## src/rtl/fpcvt_pkg.sv

```systemverilog
// Shared types and constants for the sequential magnitude-to-float converter.
package fpcvt_pkg;

    // Default datapath sizing
    localparam int unsigned IN_W_DEF  = 12;
    localparam int unsigned EXP_W_DEF = 3;
    localparam int unsigned SIG_W_DEF = 4;

    // Converter control states
    typedef enum logic [1:0] {
        IDLE = 2'd0,
        NORM = 2'd1,
        DONE = 2'd2
    } state_t;

    // Largest representable exponent for a given exponent width
    function automatic int unsigned emax(input int unsigned exp_w);
        return (32'd1 << exp_w) - 32'd1;
    endfunction

endpackage

```

## src/rtl/fpcvt_round.sv

```systemverilog
// Round-half-up of the normalised significand, with carry into the exponent
// and saturation when the carry would overflow the exponent.
module fpcvt_round
    import fpcvt_pkg::*;
#(
    parameter int unsigned EXP_W = EXP_W_DEF,
    parameter int unsigned SIG_W = SIG_W_DEF
) (
    input  logic [SIG_W-1:0] low_bits,
    input  logic             rbit,
    input  logic [EXP_W-1:0] exp_cur,
    output logic [EXP_W-1:0] exp_c,
    output logic [SIG_W-1:0] sig_c
);

    localparam int unsigned      SUM_W  = SIG_W + 1;
    localparam logic [EXP_W-1:0] EMAX_V = EXP_W'(emax(EXP_W));

    logic [SUM_W-1:0] sum;

    // Add the rounding bit; a carry out renormalises or saturates
    always_comb begin
        sum   = {1'b0, low_bits} + SUM_W'(rbit);
        exp_c = exp_cur;
        sig_c = sum[SIG_W-1:0];
        if (sum[SIG_W]) begin
            if (exp_cur != EMAX_V) begin
                exp_c = exp_cur + EXP_W'(1);
                sig_c = {1'b1, {(SIG_W-1){1'b0}}};
            end else begin
                exp_c = EMAX_V;
                sig_c = '1;
            end
        end
    end

endmodule

```

## src/rtl/fpcvt_seq.sv

```systemverilog
// Sequential two's-complement to sign/exponent/significand converter.
// Normalises one right-shift per clock, then rounds and presents the result
// over a valid/ready handshake.
module fpcvt_seq
    import fpcvt_pkg::*;
#(
    parameter int unsigned IN_W  = IN_W_DEF,
    parameter int unsigned EXP_W = EXP_W_DEF,
    parameter int unsigned SIG_W = SIG_W_DEF
) (
    input  logic             clk,
    input  logic             rst,
    input  logic             in_valid,
    output logic             in_ready,
    input  logic [IN_W-1:0]  in_data,
    output logic             out_valid,
    input  logic             out_ready,
    output logic             out_sign,
    output logic [EXP_W-1:0] out_exp,
    output logic [SIG_W-1:0] out_sig
);

    localparam int unsigned      MAG_W    = IN_W - 1;
    localparam logic [EXP_W-1:0] EMAX_V   = EXP_W'(emax(EXP_W));
    localparam logic [IN_W-1:0]  MOST_NEG = {1'b1, {MAG_W{1'b0}}};

    state_t           state;
    logic [MAG_W-1:0] shreg;
    logic [EXP_W-1:0] exp_q;
    logic             rbit_q;
    logic             sign_q;

    logic [MAG_W-1:0] neg_c;
    logic [MAG_W-1:0] mag_c;
    logic             hi_nz_c;
    logic [EXP_W-1:0] rnd_exp_c;
    logic [SIG_W-1:0] rnd_sig_c;

    // Magnitude of the incoming word; the most-negative value saturates
    always_comb begin
        neg_c = ~in_data[MAG_W-1:0] + MAG_W'(1);
        mag_c = in_data[MAG_W-1:0];
        if (in_data[IN_W-1]) begin
            if (in_data == MOST_NEG) begin
                mag_c = '1;
            end else begin
                mag_c = neg_c;
            end
        end
    end

    assign hi_nz_c = |shreg[MAG_W-1:SIG_W];

    fpcvt_round #(
        .EXP_W (EXP_W),
        .SIG_W (SIG_W)
    ) u_round (
        .low_bits (shreg[SIG_W-1:0]),
        .rbit     (rbit_q),
        .exp_cur  (exp_q),
        .exp_c    (rnd_exp_c),
        .sig_c    (rnd_sig_c)
    );

    // Control FSM, shift register and registered handshake outputs
    always_ff @(posedge clk or posedge rst) begin
        if (rst) begin
            state     <= IDLE;
            shreg     <= '0;
            exp_q     <= '0;
            rbit_q    <= 1'b0;
            sign_q    <= 1'b0;
            in_ready  <= 1'b1;
            out_valid <= 1'b0;
            out_sign  <= 1'b0;
            out_exp   <= '0;
            out_sig   <= '0;
        end else begin
            case (state)
                IDLE: begin
                    if (in_valid) begin
                        sign_q   <= in_data[IN_W-1];
                        shreg    <= mag_c;
                        exp_q    <= '0;
                        rbit_q   <= 1'b0;
                        in_ready <= 1'b0;
                        state    <= NORM;
                    end
                end
                NORM: begin
                    if (hi_nz_c && (exp_q != EMAX_V)) begin
                        rbit_q <= shreg[0];
                        shreg  <= shreg >> 1;
                        exp_q  <= exp_q + EXP_W'(1);
                    end else begin
                        // Either exponent exhausted (saturate) or ready to round
                        out_sign  <= sign_q;
                        out_valid <= 1'b1;
                        state     <= DONE;
                        if (hi_nz_c) begin
                            out_exp <= EMAX_V;
                            out_sig <= '1;
                        end else begin
                            out_exp <= rnd_exp_c;
                            out_sig <= rnd_sig_c;
                        end
                    end
                end
                DONE: begin
                    if (out_ready) begin
                        out_valid <= 1'b0;
                        in_ready  <= 1'b1;
                        state     <= IDLE;
                    end
                end
                default: begin
                    state <= IDLE;
                end
            endcase
        end
    end

endmodule

```

## config.mk

```make
export PLATFORM = sky130hd
export DESIGN_NAME = fpcvt_seq
export DESIGN_NICKNAME = d
export VERILOG_FILES = /design/src/rtl/fpcvt_pkg.sv /design/src/rtl/fpcvt_round.sv /design/src/rtl/fpcvt_seq.sv
export SDC_FILE = /design/constraint.sdc
export NUM_CORES = 1
export LEC_CHECK = 0
export CAP_MARGIN = 20
export CORE_MARGIN = 5
export CORE_UTILIZATION = 52
export DETAILED_ROUTE_END_ITERATION = 16
export GPL_ROUTABILITY_DRIVEN = 0
export GPL_TIMING_DRIVEN = 1
export MAX_ROUTING_LAYER = met4
export PLACE_DENSITY = 0.85
export SLEW_MARGIN = 20
export SYNTH_ARGS = -nofsm -noshare
export SYNTH_HDL_FRONTEND = slang
export SYNTH_HIERARCHICAL = 1
export SYNTH_SLANG_ARGS = --single-unit
```

## constraint.sdc

```tcl
create_clock -name clk -period 2.58 [get_ports clk]
set_input_delay 0.516 -clock clk [delete_from_list [all_inputs] [get_ports clk]]
set_output_delay 0.516 -clock clk [all_outputs]
set_load 0.1 [all_outputs]
```

==> summary.txt, run 1 <==
Outcome
  – Status: finished clean

Drt
  – Vias per cell: 6.294
  – Final WL: 3.651 mm
  – Pre-Repair DR Iteration Count: 4
  – DRC marker count from the first detailed-route iteration: 72
  – Routed WL per cell: 16.52 um
  – Via Count: 1,391
  – Drt drc: 0
  – Antenna violation net count after detailed routing: 0

Floorplan
  – Row cnt: 20
  – Die area: 4267 sq um
  – Total core area: 3003 sq um
  – # IOs: 26
  – Die H: 65.32 um
  – Die Width: 65.32 um
  – Starting Density: 0.5300

Layout
  – Nets: 211
  – ANT cells: 0
  – Most frequent cells in the layout: dfrtp_1, clkdlybuf4s50_1, nor2_1, a21oi_1, buf_4
  – P&R area growth vs syn: 16.98%
  – Final Instance Area: 1862 sq um
  – Layout Cells excl Fill: 221
  – Share of layout cells above drive strength 1: 0.1383
  – Commonest non-fill, non-tap cell in the layout: dfrtp_1

Logic synthesis
  – Ys flop type: dfrtp_1
  – Cells after synthesis: 162
  – Ys async rst share: 1.000
  – Seq/Total Area, Yosys: 0.4410
  – Synth area leader: dfrtp_1
  – Syn_area_per_cell: 9.824 sq um
  – Yosys reg bits: 28
  – Synth top area share: 0.4245
  – Yosys cell types: 44
  – Synth top area cells: dfrtp_1, ha_1, a21oi_1, o22a_1, nor2_1
  – Syn Nets: 184
  – EDFF count, synth: 0
  – Yosys warnings: 6
  – Mapped cell area: 1592 sq um

Clock network
  – Setup bufs post-CTS: 0
  – Num CTS Buffers: 3
  – CTS tree: yes
  – Longest Clk Path Bufs: 2
  – Reg clk slew, reported paths: 0.14 ns
  – H-tree lvl count: 1
  – Post_cts resized: 0
  – Root buf cell: clkbuf_4
  – Hold-fix buffers at CTS: 0
  – Sink Count: 28
  – Worst-Skew Late Latency: 0.33 ns

Timing
  – Setup TNS: 0 ns
  – Transition time of the tightest slew-check pin: 0.6727 ns
  – Unrepaired setup endpoints after global routing: no
  – Count of final hold-check violations: 0
  – Min Tclk post-route: 2.216 ns
  – Clk_skew: 0.009035 ns
  – Rel. slew slack: 0.5456
  – Period utilization: 0.8590
  – Fin. max-slew vios: 0
  – Final hold slack: 0.5007 ns
  – Final setup violation count: 0
  – Fmax: 451.2 MHz

Worst setup path
  – Critical path data required time: 2.80 ns
  – Crit path cell chain: or4_4 -> o41a_1 -> nor2_4 -> inv_2 -> o22ai_1 -> a21oi_1
  – Critical Path Slowest Stage Cell: or4_4
  – Worst path max stage delay: 0.55 ns
  – WP buf/inv: 1
  – Startpoint Class: register
  – Crit-path max FO: 15
  – Top Family by Delay on Critical Path: simple AND/OR/NAND/NOR gates
  – Nature of the critical path endpoint: register
  – Crit path arrival time: 2.43 ns
  – Setup Crit Path Kind: reg -> reg

Pwr
  – Pwr/cell area: 1407 nW/um^2
  – Pleak: 0.7723 nW
  – Worst-case vdd ir drop: 508.0 uV

Placement
  – Dpl hpwl: 2.822 mm
  – Cell count after placement: 217
  – DP Area: 1836 sq um
  – Port bufs: 25

Flow run
  – Max Cap Viol: 0

GRT
  – GRT overflow: 0
  – Vias in the first global route: 1,465
  – Global-route wire length before repair: 6.548 mm
  – Overall Global Routing Usage: 0.2025
  – Largest net degree at the start of global routing: 29
  – Initial antenna violation count: 0

Hold path
  – Hold Crit Class: reg -> reg
## stage by stage
step	total power, W	worst slack (ns)	util
6_report	0.002619	0.3638	0.6200
5_1_grt	0.002825	0.1850	0.6200
4_1_cts	0.002625	0.3699	0.6200
3_5_place_dp	0.002446	0.07932	0.6113
3_3_place_gp	0.002373	0.2088	0.6113
2_1_floorplan	0.002101	0.6763	-
## cell families after synthesis
logic type,count (synthesis),synth area share
compound gates,56,0.2437
xor+xnor,6,0.03302
fa+ha+maj,6,0.04717
buf+inv,11,0.03774
flops,28,0.4410
mux,4,0.03302
simple gates,51,0.1643
## worst paths after layout
kind / start / endpoint / slack (ns) / depth (start not counted)
max: shreg[9] / shreg[3] / 0.36 / 6
min: out_valid / out_valid / 0.50 / 1
max reg2reg: shreg[9] / shreg[3] / 0.36 / 6
min reg2reg: out_valid / out_valid / 0.50 / 1
max in group asynchronous: rst / in_ready / 1.73 / 3
min in group asynchronous: rst / out_sig[3] / 0.54 / 3
## cells in the mapped netlist (3+ instances only)
cell type	instances
dfrtp_1	27
a21oi_1	14
nor2_1	14
nand2_1	11
o22a_1	7
o22ai_1	7
ha_1	6
inv_1	5
nand3_1	5
nor3_1	5
o21ai_0	5
a31oi_1	4
nand2b_1	4
xor2_1	4
nor2b_1	3
## final cells by class
class | instances | area, sq um
Tap cell | 33 | 41.29
Multi-Input combinational cell | 123 | 829.5
Inverter | 6 | 22.52
Timing Repair Buffer | 27 | 240.2
Fill cell | 254 | 1141
Sequential cell | 28 | 701.9
Clock buffer | 4 | 26.28
## sequential cells by signal, summed over array words and instances, names as in the netlist, 2 cells and up
| name | flops |
|---|---|
| out_exp | 3 |
| shreg | 11 |
| state | 2 |
| out_sig | 4 |
| exp_q | 3 |
## power by group
part	internal, W	total, W	switching (W)
Sequential	0.000649	0.000850	0.000202
Clock	0.0000606	0.000184	0.000124
Combinational	0.000541	0.00158	0.00104
## layer usage
| layer | vias up | GRT usage | share of wire |
|---|---|---|---|
| met4 | 0 | 0.09326 | 0.016 |
| met2 | 46 | 0.3515 | 0.51 |
| li1 | 661 | - | - |
| met1 | 680 | 0.2415 | 0.43 |
| met3 | 4 | 0.01197 | 0.043 |
| met5 | - | - | 0 |
Note: power is estimated with default switching activity, not from simulation.
==> run 2: changes to the inputs <==
Settings changed: ABC_CLOCK_PERIOD_IN_PS set to 2580, CTS_CLUSTER_DIAMETER set to 80, SYNTH_HIERARCHICAL 1 to not set.
==> run 2 against run 1 <==
Clock skew decreased by 0.0073 ns. Largest cell class unchanged. Clock-buffer cell count stayed put. Non-clock buffer count increased by 8. Sequential cell count did not move. Via count rose by 1.5%. Combinational power decreased by 11%. Final cell count grew 8.1%.
==> summary.txt, run 2 <==
Outcome
  – Status: finished clean

Placement
  – Cell count after placement: 235
  – Dpl hpwl: 2.855 mm
  – Setup Slack @ Placement: -0.1046 ns
  – Port bufs: 25

Layout
  – Fin util: 0.6554
  – Max reg flops: 11
  – Commonest non-fill, non-tap cell in the layout: dfrtp_1
  – Fillers: 251
  – Nets: 218
  – Layout Cells excl Fill: 239
  – ANT cells: 0
  – P&R area growth vs syn: 22.38%
  – Biggest register: shreg
  – Share of layout cells above drive strength 1: 0.2051
  – Biggest regs: shreg: 11 flops, out_sig: 4 flops
  – Most frequent cells in the layout: dfrtp_1, buf_4, clkdlybuf4s50_1

Logic synthesis
  – Yosys warnings: 0
  – Cells after synthesis: 163
  – Synth area leader: dfrtp_1
  – Ys flop type: dfrtp_1
  – Dominant cell by count in the synthesized netlist: dfrtp_1
  – Ys async rst share: 1.000
  – Post-synth top cells: dfrtp_1, nor2_1, inv_1, nand2_1
  – Synth top area cells: dfrtp_1, ha_1, mux2_2, xor2_1, a211oi_2
  – Synth top area share: 0.4167
  – Syn Nets: 185
  – Yosys cell types: 49
  – Mapped cell area: 1622 sq um
  – Yosys reg bits: 28
  – Syn_area_per_cell: 9.948 sq um
  – EDFF count, synth: 0
  – Seq/Total Area, Yosys: 0.4329

Timing
  – Final setup violation count: 0
  – Clk_skew: 0.001702 ns
  – Fin. max-slew vios: 0
  – Unrepaired setup endpoints after global routing: no
  – Period utilization: 0.9054
  – Setup TNS: 0 ns
  – Count of final hold-check violations: 0
  – Rel. slew slack: 0.5722
  – Min Tclk post-route: 2.336 ns
  – Slack of the critical path: 0.2440 ns
  – Transition time of the tightest slew-check pin: 0.6378 ns
  – Fmax: 428.1 MHz

GRT
  – Largest net degree at the start of global routing: 18
  – GRT overflow: 0
  – Vias in the first global route: 1,476
  – GR Util met1: 0.2273
  – Met2 GRT Util: 0.3329
  – Overall Global Routing Usage: 0.1921
  – Global-route wire length before repair: 6.472 mm
  – Grt peak-use layer: met2
  – Initial antenna violation count: 0
  – Met3 Track Usage GR: 0.01190

Drt
  – Drt drc: 0
  – Via Count: 1,412
  – Vias per cell: 5.908
  – DRC marker count from the first detailed-route iteration: 65
  – Final WL: 3.637 mm
  – Routed WL per cell: 15.22 um
  – Pre-Repair DR Iteration Count: 4
  – Antenna violation net count after detailed routing: 0

Pwr
  – Worst-case vdd ir drop: 422.4 uV
  – Pwr/cell area: 1214 nW/um^2
  – Tot Pwr: 0.002410 W
  – Clk network pwr share: 0.090
  – Pleak: 0.8250 nW
  – Seq pwr share: 0.328
  – Net Sw Power: 0.001203 W
  – Combinational Power Share: 0.582
  – Sw frac: 0.4992
  – Pint: 0.001207 W

Hold path
  – Hold Crit Class: in -> async

Worst setup path
  – Setup Crit Path Kind: in -> reg
  – Critical path data required time: 2.84 ns
  – Nature of the critical path endpoint: register
  – Startpoint Class: input pin
  – Crit path arrival time: 2.60 ns
  – Crit-path max FO: 6

Floorplan
  – Die area: 4335 sq um
  – Die Width: 65.84 um
  – Row cnt: 20
  – Starting Density: 0.5355
  – Die H: 65.84 um
  – Total core area: 3028 sq um
  – # IOs: 26

Clock network
  – Root buf cell: clkbuf_4
  – Sink Count: 28
  – Longest Clk Path Bufs: 2
  – Hold-fix buffers at CTS: 0
  – Post_cts resized: 0
  – Setup bufs post-CTS: 0
  – H-tree lvl count: 1
  – CTS tree: yes
  – Num CTS Buffers: 3
  – Worst-Skew Late Latency: 0.33 ns
  – Reg clk slew, reported paths: 0.15 ns

Flow run
  – Max Cap Viol: 0
[run 2: worst paths after layout]
check                            from    endpoint  depth (start not counted)  slack, ns
max                        in_data[8]    shreg[5]                          5       0.24
min                               rst    state[1]                          2       0.47
max reg2reg                  exp_q[0]    shreg[3]                          6       0.27
min reg2reg                 out_valid   out_valid                          1       0.50
max in group asynchronous         rst  out_exp[2]                          3       1.53
min in group clk            out_valid   out_valid                          1       0.50
[run 2: worst max-delay path, cell delays in order]
cell             delay, ns
clkdlybuf4s50_1       0.41
or4b_1                0.55
or4_1                 0.64
and3_4                0.26
a211oi_2              0.22
[run 2: layout make-up]
class	instances	area (sq um)	share of cell area
Clock buffer	4	36.28	0.01829
Inverter	10	37.54	0.01892
Multi-Input combinational cell	118	853.3	0.4300
Sequential cell	28	701.9	0.3537
Tap cell	44	55.05	0.02774
Timing Repair Buffer	35	300.3	0.1513
[run 2: logic make-up after synthesis]
group / after synthesis / synth area share
AOI/OAI and AO/OA: 46 / 0.2253
buffers and inverters: 17 / 0.04089
adders and majority gates: 6 / 0.04630
and+or+nand+nor: 52 / 0.1705
muxes: 6 / 0.04089
xor gates and xnor gates: 8 / 0.04321
DFF: 28 / 0.4329
[run 2: per-stage QoR]
| stage | instance area, sq um | hold slack [ns] |
|---|---|---|
| final | 1984 | 0.4676 |
| after global routing | 1984 | 0.5045 |
| after CTS | 1984 | 0.4820 |
| after detailed placement | 1948 | 0.4714 |
| after global placement | 1948 | 0.4633 |
| after floorplan | 1622 | 0.4435 |
[run 2: power by group through the flow]
stage	registers, W	logic [W]	clock network (W)
final	0.000790	0.00140	0.000217
after global routing	0.000813	0.00152	0.000236
after CTS	0.000789	0.00141	0.000218
after detailed placement	0.000799	0.00140	0
after global placement	0.000785	0.00136	0
after floorplan	0.00119	0.000658	0
[run 2: routing by layer]
| layer | up-vias | routed length (um) |
|---|---|---|
| met5 | - | 0 |
| met3 | 8 | 134 |
| li1 | 679 | - |
| met1 | 683 | 1544 |
| met4 | 0 | 72 |
| met2 | 42 | 1886 |
